[config.mk]
export PLATFORM = sky130hd
export DESIGN_NAME = demux_router
export DESIGN_NICKNAME = d
export VERILOG_FILES = /design/src/rtl/demux_pkg.sv /design/src/rtl/demux_slot.sv /design/src/rtl/demux_router.sv
export SDC_FILE = /design/constraint.sdc
export NUM_CORES = 1
export LEC_CHECK = 0
export CORE_ASPECT_RATIO = 1.75
export CORE_UTILIZATION = 35
export CTS_BUF_LIST = sky130_fd_sc_hd__clkbuf_2 sky130_fd_sc_hd__clkbuf_4 sky130_fd_sc_hd__clkbuf_8
export DETAILED_ROUTE_END_ITERATION = 8
export PLACE_DENSITY = 0.75
export REMOVE_ABC_BUFFERS = 1
export SETUP_SLACK_MARGIN = 0.2
export SYNTH_ARGS = -nofsm -noshare
export SYNTH_HDL_FRONTEND = slang
export SYNTH_SLANG_ARGS = --single-unit
[constraint.sdc]
create_clock -name clk -period 1.7 [get_ports clk]
set_clock_uncertainty 0.15 [all_clocks]
set_input_delay 0.17 -clock clk [delete_from_list [all_inputs] [get_ports clk]]
set_output_delay 0.17 -clock clk [all_outputs]
set_load 0.03 [all_outputs]
[src/rtl/demux_pkg.sv]
// Shared constants and types for the 1-to-4 registered demultiplexer.
package demux_pkg;

    localparam int unsigned NUM_CH = 4;

    // Channel indices as decoded from {s1, s0}
    localparam logic [1:0] CH0 = 2'd0;
    localparam logic [1:0] CH1 = 2'd1;
    localparam logic [1:0] CH2 = 2'd2;
    localparam logic [1:0] CH3 = 2'd3;

    // One-entry slot occupancy; encoding is fixed (empty = 0, full = 1)
    typedef enum logic {
        SlotEmpty = 1'b0,
        SlotFull  = 1'b1
    } slot_state_e;

    // Channel index to one-hot load vector
    function automatic logic [NUM_CH-1:0] sel_onehot(input logic [1:0] sel);
        logic [NUM_CH-1:0] oh;
        oh      = '0;
        oh[sel] = 1'b1;
        return oh;
    endfunction

endpackage

[src/rtl/demux_slot.sv]
// One-entry holding slot with valid/ready handshake on the consumer side.
// The data register keeps the last word after a drain so the output never
// goes undefined.
module demux_slot
    import demux_pkg::*;
#(
    parameter int unsigned WIDTH = 8
) (
    input  logic             clk_i,
    input  logic             rst_i,
    input  logic             load_i,
    input  logic [WIDTH-1:0] data_i,
    input  logic             ready_i,
    output logic             valid_o,
    output logic [WIDTH-1:0] data_o,
    output logic             can_load_o
);

    slot_state_e      state_q, state_d;
    logic [WIDTH-1:0] data_q, data_d;

    // Next-state: a load always wins and replaces a word being drained
    always_comb begin
        state_d = state_q;
        data_d  = data_q;
        if (load_i) begin
            state_d = SlotFull;
            data_d  = data_i;
        end else if ((state_q == SlotFull) && ready_i) begin
            state_d = SlotEmpty;
        end
    end

    // State and data registers with synchronous reset
    always_ff @(posedge clk_i) begin
        if (rst_i) begin
            state_q <= SlotEmpty;
            data_q  <= '0;
        end else begin
            state_q <= state_d;
            data_q  <= data_d;
        end
    end

    // Outputs: slot can take a word if empty or if its word leaves this cycle
    always_comb begin
        valid_o    = (state_q == SlotFull);
        data_o     = data_q;
        can_load_o = (state_q == SlotEmpty) || ready_i;
    end

endmodule

[src/rtl/demux_router.sv]
// 1-to-4 registered demultiplexer: steers one input stream to one of four
// buffered output channels selected by {s1, s0}, counting accepted words.
module demux_router
    import demux_pkg::*;
#(
    parameter int unsigned WIDTH = 8,
    parameter int unsigned CNT_W = 8
) (
    input  logic             clk,
    input  logic             rst,
    input  logic             s1,
    input  logic             s0,
    input  logic [WIDTH-1:0] d,
    input  logic             d_valid,
    output logic             d_ready,
    output logic [WIDTH-1:0] y0,
    output logic [WIDTH-1:0] y1,
    output logic [WIDTH-1:0] y2,
    output logic [WIDTH-1:0] y3,
    output logic             y0_valid,
    output logic             y1_valid,
    output logic             y2_valid,
    output logic             y3_valid,
    input  logic             y0_ready,
    input  logic             y1_ready,
    input  logic             y2_ready,
    input  logic             y3_ready,
    output logic [CNT_W-1:0] count
);

    logic [1:0]        sel;
    logic              accept;
    logic [NUM_CH-1:0] load;
    logic [NUM_CH-1:0] slot_ready;
    logic [NUM_CH-1:0] slot_valid;
    logic [NUM_CH-1:0] slot_can_load;
    logic [WIDTH-1:0]  slot_data [NUM_CH];
    logic [CNT_W-1:0]  count_q, count_d;

    assign sel        = {s1, s0};
    assign slot_ready = {y3_ready, y2_ready, y1_ready, y0_ready};

    // Handshake and load decode; only the selected slot gates d_ready
    always_comb begin
        d_ready = !rst && slot_can_load[sel];
        accept  = d_valid && d_ready;
        load    = accept ? sel_onehot(sel) : '0;
    end

    for (genvar i = 0; i < NUM_CH; i++) begin : g_slot
        demux_slot #(
            .WIDTH (WIDTH)
        ) u_slot (
            .clk_i      (clk),
            .rst_i      (rst),
            .load_i     (load[i]),
            .data_i     (d),
            .ready_i    (slot_ready[i]),
            .valid_o    (slot_valid[i]),
            .data_o     (slot_data[i]),
            .can_load_o (slot_can_load[i])
        );
    end

    // Accepted-word counter next state; wraps naturally at 2^CNT_W
    always_comb begin
        count_d = count_q;
        if (accept) begin
            count_d = count_q + CNT_W'(1);
        end
    end

    // Counter register
    always_ff @(posedge clk) begin
        if (rst) begin
            count_q <= '0;
        end else begin
            count_q <= count_d;
        end
    end

    assign count    = count_q;
    assign y0       = slot_data[CH0];
    assign y1       = slot_data[CH1];
    assign y2       = slot_data[CH2];
    assign y3       = slot_data[CH3];
    assign y0_valid = slot_valid[CH0];
    assign y1_valid = slot_valid[CH1];
    assign y2_valid = slot_valid[CH2];
    assign y3_valid = slot_valid[CH3];

endmodule

# Yosys cells after proc, flatten, opt, wreduce, memory -nomap -nowiden
# Index checks and enable logic that the tools add are counted.
classes:
  n_addsub: 1
  order_cmp: 2
  mux: 13
  n_bitwise: 4
  n_reduce_logical: 16
op_table:
  columns: ["cell", "count"]
  rows:
  - ["1-bit two-way mux", 10]
  - ["8-bit by 1-bit adder with 8-bit output (second input constant)", 1]
  - ["2-bit nonzero test", 4]
  - ["1-bit logical AND", 7]
  - ["1-bit logical OR", 4]
  - ["4-bit two-way mux", 1]
  - ["1-bit NOT", 4]
  - ["2-bit by 3-bit < comparator with 1-bit output (second input constant)", 1]
  - ["1-bit binary-select mux with 2-bit select", 1]
  - ["1-bit demux with 2-bit select", 1]
  - ["2-bit by 1-bit >= comparator with 1-bit output (second input constant)", 1]
  - ["1-bit zero test", 1]
word_totals:
  regBits: 44

# Logic depth before layout (Yosys ltp)
# Gate-level depths: netlist of the first run.
depth:
  depth_word: 8
  ltp_mapped: 6
  depth_no_buf: 4

# Modules after synthesis
# Synthesis of the first run repeated with hierarchy kept, for this count alone.
unflattened:
  cells_unflattened: 177
  hier_area_um2: 1764.2
modules_own_cells:
  columns: ["module", "n_inst", "cells_each", "area_each_um2", "seq_area_each_um2"]
  rows:
  - ["demux_slot", 4, 30, 321.6, 180.2]
  - ["demux_router", 1, 57, 478.0, 160.2]

# Worst setup path after synthesis of the first run
# Ideal clock, no wire load.
synth_timing:
  path_kind: "reg2out"
  start: "reg g_slot[0].u_slot.state_q"
  end: "out d_ready"
  arrival_ns: 1.717
  required_time_ns: 1.380
  slack_ns: -0.337
  path_stages_with_launch: 5
  n_path_buf: 1
  cell_sequence: "dfxtp_1 -> nor2b_1 -> mux4_2 -> clkbuf_1 -> nor2_1"
synth_between:
  elab_chain_cells: 5
synth_lines:
  columns: ["element", "line", "text"]
  rows:
  - ["start: declaration", "demux_slot.sv:19", "slot_state_e state_q, state_d;"]
  - ["start signal: assignment", "demux_slot.sv:37", "state_q <= SlotEmpty;"]
  - ["start signal: assignment", "demux_slot.sv:40", "state_q <= state_d;"]
  - ["1-bit NOT", "demux_slot.sv:49", "can_load_o = (state_q == SlotEmpty) || ready_i;"]
  - ["1-bit logical OR", "demux_slot.sv:49", null]
  - ["1-bit binary-select mux with 2-bit select", "demux_router.sv:45", "d_ready = !rst && slot_can_load[sel];"]
  - ["1-bit two-way mux (not written as such)", "demux_router.sv:45", null]
  - ["1-bit logical AND", "demux_router.sv:45", null]
  - ["end: declaration", "demux_router.sv:15", "output logic d_ready,"]
# No other way between the ends. The select of a mux whose other input is x is not followed.

# Final worst setup path of the first run
layout_timing:
  start: "reg g_slot[3].u_slot.state_q"
  end: "reg count_q[7], in the netlist count[7]"
layout_between:
  elab_chain_cells: 6
layout_lines:
  columns: ["element", "line", "text"]
  rows:
  - ["start: declaration", "demux_slot.sv:19", null]
  - ["start signal: assignment", "demux_slot.sv:37", null]
  - ["start signal: assignment", "demux_slot.sv:40", null]
  - ["1-bit NOT", "demux_slot.sv:49", null]
  - ["1-bit logical OR", "demux_slot.sv:49", null]
  - ["1-bit binary-select mux with 2-bit select", "demux_router.sv:45", null]
  - ["1-bit two-way mux (not written as such)", "demux_router.sv:45", null]
  - ["1-bit logical AND", "demux_router.sv:45", null]
  - ["1-bit logical AND", "demux_router.sv:46", "accept = d_valid && d_ready;"]
  - ["end signal: assignment", "demux_router.sv:78", "count_q <= count_d;"]
  - ["end: declaration", "demux_router.sv:38", "logic [CNT_W-1:0] count_q, count_d;"]
# No other way between the ends. The select of a mux whose other input is x is not followed.
# A chain may end at the register's enable or synchronous reset.

==> flow_metrics.py, run 1 <==
metrics = {
    "timing": {
        "finalCritPeriodShare_pct": 115,
        "slew_headroom_pct": 76.4,
        "slew_viol_final": 0,
        "tns_ps": -1600,
        "min_period_ps": 1950,
        "hold_violations": 0,
        "setup_ws_ps": -251,
        "rsz0062_at_grt": "yes",
        "tightest_slew_ps": 353,
        "clock.fmax_ghz": 0.513,
        "setup_viol": 10,
    },
    "logic_synthesis": {
        "synth_seq_cells": 44,
        "synthXorXnorAreaFrac_pct": 0,
        "ys_warn_count": 0,
        "ys_types": 25,
        "syn_area_um2": 1710,
        "netlist_instances": 170,
        "synth.area.mux_share_pct": 20.1,
        "yosys.area_share.adder_pct": 0.734,
        "synth_top_family_by_area": "multiplexers",
        "synthSimpleGateAreaFrac_pct": 17.2,
        "postSynthAreaPerCell_um2": 10.0,
        "synth-seq-area-share_pct": 51.7,
        "synth_compound_area_share_pct": 6.97,
    },
    "grt": {
        "grt_pass1_wl_mm": 6.63,
        "grt_max_degree": 33,
        "antenna_found_initial": 0,
        "grt-ovfl-total": 0,
        "grt_pass1_vias": 1432,
        "grtUsageTotal_pct": 17.8,
    },
    "cells_and_area": {
        "multi_input_area_um2": 883,
        "area_delta_synth_final_pct": 65.2,
        "regArea_um2": 886,
        "layout.nets": 277,
        "final_cell_mix": "42 x dlygate4sd2_1, 40 x dfxtp_1, 36 x nor2_1",
        "layout_commonest_cell": "dlygate4sd2_1",
        "layout-drive-gt1-share_pct": 24.6,
        "diodes": 0,
        "n_fill_cell": 411,
    },
    "floorplanning": {
        "rows": 33,
        "io_pins": 62,
        "initial_core_util_pct": 36.6,
        "design.core.area_um2": 4670,
        "die_h_um": 94.3,
        "die-area_um2": 5170,
        "die_x_um": 54.8,
    },
    "worst_setup_path": {
        "critPathBufInv": 1,
        "path_cells": "nor2b_4, mux4_2, buf_6, or4_4, a21oi_2",
        "cpMaxStageDelayCell": "mux4_2",
        "worstPathMaxFanout": 5,
        "end_kind": "flip-flop",
        "crit_family": "simple AND/OR/NAND/NOR gates",
        "rrSetupSlack_ps": -250,
        "arrival_ps": 2030,
        "crit_type": "reg -> reg",
        "cp.depth": 5,
        "ff2ff_path_depth": 5,
        "startpoint_type": "flip-flop",
        "r2r-start": "g_slot[3].u_slot.valid_o",
        "required_ps": 1780,
        "r2r_end": "count[7]",
        "critPathMaxStageDelay_ps": 520,
    },
    "route": {
        "avgRoutedWirePerCell_um": 14.2,
        "firstDrtPassIters": 4,
        "drcViolationCount": 0,
        "ant_nets": 0,
        "vias": 1557,
        "viasPerCell": 4.99,
        "drtIter0Drc": 19,
        "drt-total-wl_mm": 4.43,
    },
    "clock_tree": {
        "clk_path_buf_depth": 2,
        "htreeDepth": 2,
        "tritoncts": "yes",
        "clock_latency_ps": 290,
        "root_buffer": "clkbuf_8",
        "cts_hold_buffers": 0,
        "cts_buffers": 5,
        "clk_pin_slew_ps": 80,
        "clock-sinks": 44,
    },
    "hold_path": {
        "whs_endpoint": "g_slot[3].u_slot.valid_o",
        "min_path_cells": 3,
        "min-delay-path-class": "in -> reg",
        "hold_path.startpoint": "y3_ready",
    },
    "placement": {
        "gp_congestion": 0.733,
        "hpwl_mm": 2.91,
        "port_buffers": 61,
    },
    "pwr": {
        "max-vdd-ir-drop_uv": 526,
        "p_total_w": 0.00212,
        "powerDensity_nw_per_um2": 752,
        "power.leakage_nw": 1.38,
    },
    "flow_run": {
        "cap_violations": 0,
    },
    "run_status": {
        "violations": "setup timing",
        "status": "finished with violations",
    },
}
[cell families (layout without fill, tap and decap cells)]
logic type / after synthesis / in the layout
AND/OR/NAND/NOR: 60 / 60
AO/OA/AOI/OAI: 18 / 18
flip-flops: 44 / 44
buffers and inverters: 14 / 104
multiplexers: 33 / 33
adder cells (fa/ha/maj): 1 / 1
[stage by stage]
step	hold slack [ps]	cells	setup WS [ps]	instance area, um^2	util (%)
CTS	331	307	-239	2670	57.1
floorplan	89.1	160	-850	1660	-
detailed placement	322	292	-459	2500	53.7
finish	155	312	-251	2820	60.4
global placement	315	292	-444	2500	53.7
global route	152	312	-286	2820	60.4
[sequential cells by signal, summed over array words and instances (netlist names)]
register / flops
g_slot.u_slot.valid_o: 4
count: 8
g_slot.u_slot.data_o: 32
[worst register-to-register path: stages (launching register included)]
cell     delay [ps]
dfxtp_2         320
nor2b_4         110
mux4_2          520
buf_6           150
or4_4           500
a21oi_2         130
[worst max-delay path by stage]
stage                     slack [ps]                    endpoint                      from
after CTS                       -240                    count[7]  g_slot[1].u_slot.valid_o
after detailed placement        -460                    count[6]                        s1
final                           -250                    count[7]  g_slot[3].u_slot.valid_o
after global routing            -290                    count[7]  g_slot[3].u_slot.valid_o
after global placement          -440                    count[7]                        s1
after floorplan                 -850  g_slot[1].u_slot.data_o[0]  g_slot[1].u_slot.valid_o
[synth_stat cells]
cell type | instances | area share (%)
buf_2 | 4 | 1.2
o21ai_0 | 2 | 0.59
nand2_1 | 2 | 0.44
or4_1 | 3 | 1.3
nor4_1 | 1 | 0.37
nand2b_1 | 3 | 1.1
nor4b_1 | 1 | 0.51
nand4b_1 | 1 | 0.51
o211ai_1 | 1 | 0.44
nand3_1 | 1 | 0.29
dfxtp_1 | 44 | 52
or3_1 | 2 | 0.73
ha_1 | 1 | 0.73
nand4_1 | 4 | 1.5
mux4_2 | 1 | 1.3
nor2_1 | 37 | 8.1
o41ai_1 | 3 | 1.5
o311ai_1 | 2 | 1.0
clkbuf_1 | 6 | 1.3
inv_1 | 4 | 0.88
nor2b_1 | 4 | 1.5
nor2b_4 | 1 | 0.81
o31ai_1 | 3 | 1.3
a21oi_1 | 7 | 2.1
mux2i_1 | 32 | 19
[timing repair]
action,in CTS,in global routing
setup endpoints to repair,69,44
gates resized for setup,66,30
pin swaps,7,14
endpoints found under the hold margin,0,0
cloned,2,1
buffers inserted,5,4
[area by class of cell]
type                            instances  area share (%)
Clock buffer                            5            2.44
Clock inverter                          3            1.51
Inverter                                4           0.533
Multi-Input combinational cell        112            31.3
Sequential cell                        44            31.4
Tap cell                               52            2.31
Timing Repair Buffer                   92            30.4
[report_power, final]
part           switching, W  internal [W]  leakage, nW
clock              0.000350      0.000435       0.0541
sequential        0.0000152       0.00105        0.358
combinational      0.000144      0.000123        0.966
[routing by layer]
metal | part of all wire, % | up-vias | global-route usage [%]
met2 | 54 | 52 | 31.2
met5 | 0 | - | 0
met4 | 1.4 | 0 | 6.41
met3 | 4.7 | 6 | 4.19
li1 | - | 770 | -
met1 | 40 | 729 | 19.7
Power figures use the tool's default switching activity.
==> inputs of run 2 (changes only) <==
Settings changed: CTS_CLUSTER_DIAMETER from default to 150.
==> results of run 2 <==
Final layout, timing and power as in run 1 (identical DEF).
==> inputs of run 3 (changes only) <==
Settings changed: CORE_UTILIZATION 35 to 41, PLACE_DENSITY 0.75 to 0.84.
==> run 3 against run 2 <==
Against the previous run:
- the run still ends with setup timing left
- wire length grew 6.2%
- combinational power hardly changed
- first-iteration DRC count is 11% lower
- critical path type unchanged
- largest cell class is now multi-input combinational cells
==> flow_metrics.py, run 3 (synthesis results as in run 1) <==
metrics = {
    "cells_and_area": {
        "diodes": 0,
        "layout-drive-gt1-share_pct": 23.6,
        "layout_commonest_cell": "dfxtp_1",
        "final_cell_mix": "41 x dfxtp_1, 40 x dlygate4sd2_1, 36 x nor2_1",
        "area_delta_synth_final_pct": 60.6,
        "design_area_um2": 2740,
        "utilization_pct": 69.5,
        "n_fill_cell": 311,
        "layout.nets": 275,
        "largest_reg_flops": 32,
    },
    "worst_setup_path": {
        "end_kind": "flip-flop",
        "crit_type": "reg -> reg",
        "required_ps": 1780,
        "rrSetupSlack_ps": -250,
        "crit_family": "simple AND/OR/NAND/NOR gates",
        "cpMaxStageDelayCell": "mux4_2",
        "cp-endpoint": "count[3]",
        "r2r_end": "count[3]",
        "path_cells": "nor2b_4, mux4_2, buf_6, or4_1, a21oi_1",
        "ff2ff_path_depth": 5,
        "critPathBufInv": 1,
        "critPathMaxStageDelay_ps": 520,
        "arrival_ps": 2030,
        "worstPathMaxFanout": 6,
        "critPathLaunch": "g_slot[3].u_slot.valid_o",
        "r2r-start": "g_slot[3].u_slot.valid_o",
        "cp.depth": 5,
        "startpoint_type": "flip-flop",
    },
    "floorplanning": {
        "design.core.area_um2": 3940,
        "rows": 30,
        "io_pins": 62,
        "die_h_um": 87.3,
        "die-area_um2": 4430,
        "die_x_um": 50.8,
        "initial_core_util_pct": 43.3,
    },
    "grt": {
        "grt_pass1_vias": 1526,
        "grt_max_degree": 35,
        "grt-ovfl-total": 0,
        "grt_pass1_wl_mm": 7.18,
        "grtUsageTotal_pct": 21.7,
        "antenna_found_initial": 0,
    },
    "clock_tree": {
        "clock-sinks": 44,
        "clk_pin_slew_ps": 80,
        "cts_buffers": 5,
        "htreeDepth": 2,
        "clk_path_buf_depth": 2,
        "clock_latency_ps": 300,
        "tritoncts": "yes",
        "root_buffer": "clkbuf_8",
    },
    "route": {
        "drtIter0Drc": 17,
        "vias": 1575,
        "avgRoutedWirePerCell_um": 15.4,
        "drt-total-wl_mm": 4.71,
        "ant_nets": 0,
        "firstDrtPassIters": 4,
        "drcViolationCount": 0,
        "viasPerCell": 5.15,
    },
    "timing": {
        "fin_hold_ws_ps": 214,
        "tightest_slew_ps": 347,
        "slew_viol_final": 0,
        "hold_violations": 0,
        "setup_ws_ps": -249,
        "finalCritPeriodShare_pct": 115,
        "tns_ps": -1610,
        "rsz0062_at_grt": "yes",
        "slew_headroom_pct": 76.9,
        "clock.fmax_ghz": 0.513,
        "setup_viol": 9,
        "min_period_ps": 1950,
    },
    "flow_run": {
        "cap_violations": 0,
    },
    "placement": {
        "port_buffers": 61,
        "gp_congestion": 0.758,
        "hpwl_mm": 3.07,
        "place_area_um2": 2490,
        "pre_cts_ws_ps": -479,
    },
    "pwr": {
        "max-vdd-ir-drop_uv": 706,
        "power.leakage_nw": 1.32,
        "powerDensity_nw_per_um2": 730,
    },
    "run_status": {
        "status": "finished with violations",
        "violations": "setup timing",
    },
    "hold_path": {
        "min-delay-path-class": "in -> reg",
    },
}
-- run 3: cell count changes in the layout (fill, tap and decap cells not counted), sizes merged --
cell / delta
clkdlybuf4s15: +1
clkbuf: -1
dlymetal6s2s: -1
clkdlybuf4s50: +2
dlygate4sd2: -2
bufinv: -1
-- run 3: worst min-delay path by stage --
stage	slack, ps	endpoint	cells past startpoint	from
detailed placement	330	count[7]	2	count[7]
finish	210	count[3]	4	d_valid
global placement	320	count[7]	2	count[7]
floorplan	90	count[0]	1	rst
global route	230	count[2]	4	d_valid
CTS	240	g_slot[3].u_slot.valid_o	3	y3_ready
-- run 3: worst min-delay path, cell delays in order --
cell	delay (ps)
dlymetal6s2s_1	160
inv_1	100
or4_1	120
a21oi_1	60
-- run 3: stage by stage --
stage                     cells  power [W]
after floorplan             160    0.00120
after global placement      289    0.00134
after detailed placement    289    0.00134
after CTS                   303    0.00201
after global routing        306    0.00208
final                       306    0.00200
-- run 3: report_power, final --
part           switching (W)  total [W]  internal (W)
registers          0.0000155    0.00107       0.00105
logic               0.000145   0.000264      0.000119
clock network       0.000359   0.000667      0.000308
total               0.000519    0.00200       0.00148
-- run 3: layout make-up --
cell class / count / area (um^2) / area share (%)
inverters: 4 / 15.0 / 0.548
clock buffers: 6 / 76.3 / 2.79
clock inverters: 2 / 16.3 / 0.594
well taps: 48 / 60.1 / 2.19
flip-flops and latches: 44 / 885 / 32.3
repair buffers: 90 / 798 / 29.1
multi-input cells: 112 / 888 / 32.4
-- run 3: what timing repair did --
item	4_1_cts	5_1_grt
endpoints found under the setup margin	79	44
hold buffers	0	0
pin swaps	10	3
setup buffers	4	3
resized for setup	73	19
cloned	2	0
-- run 3: per-layer routing --
metal  global-route usage, %  routed length, um
met1                    23.3               1800
met2                    40.0               2580
met3                    4.89                192
met4                    8.59                130
met5                       0                  0
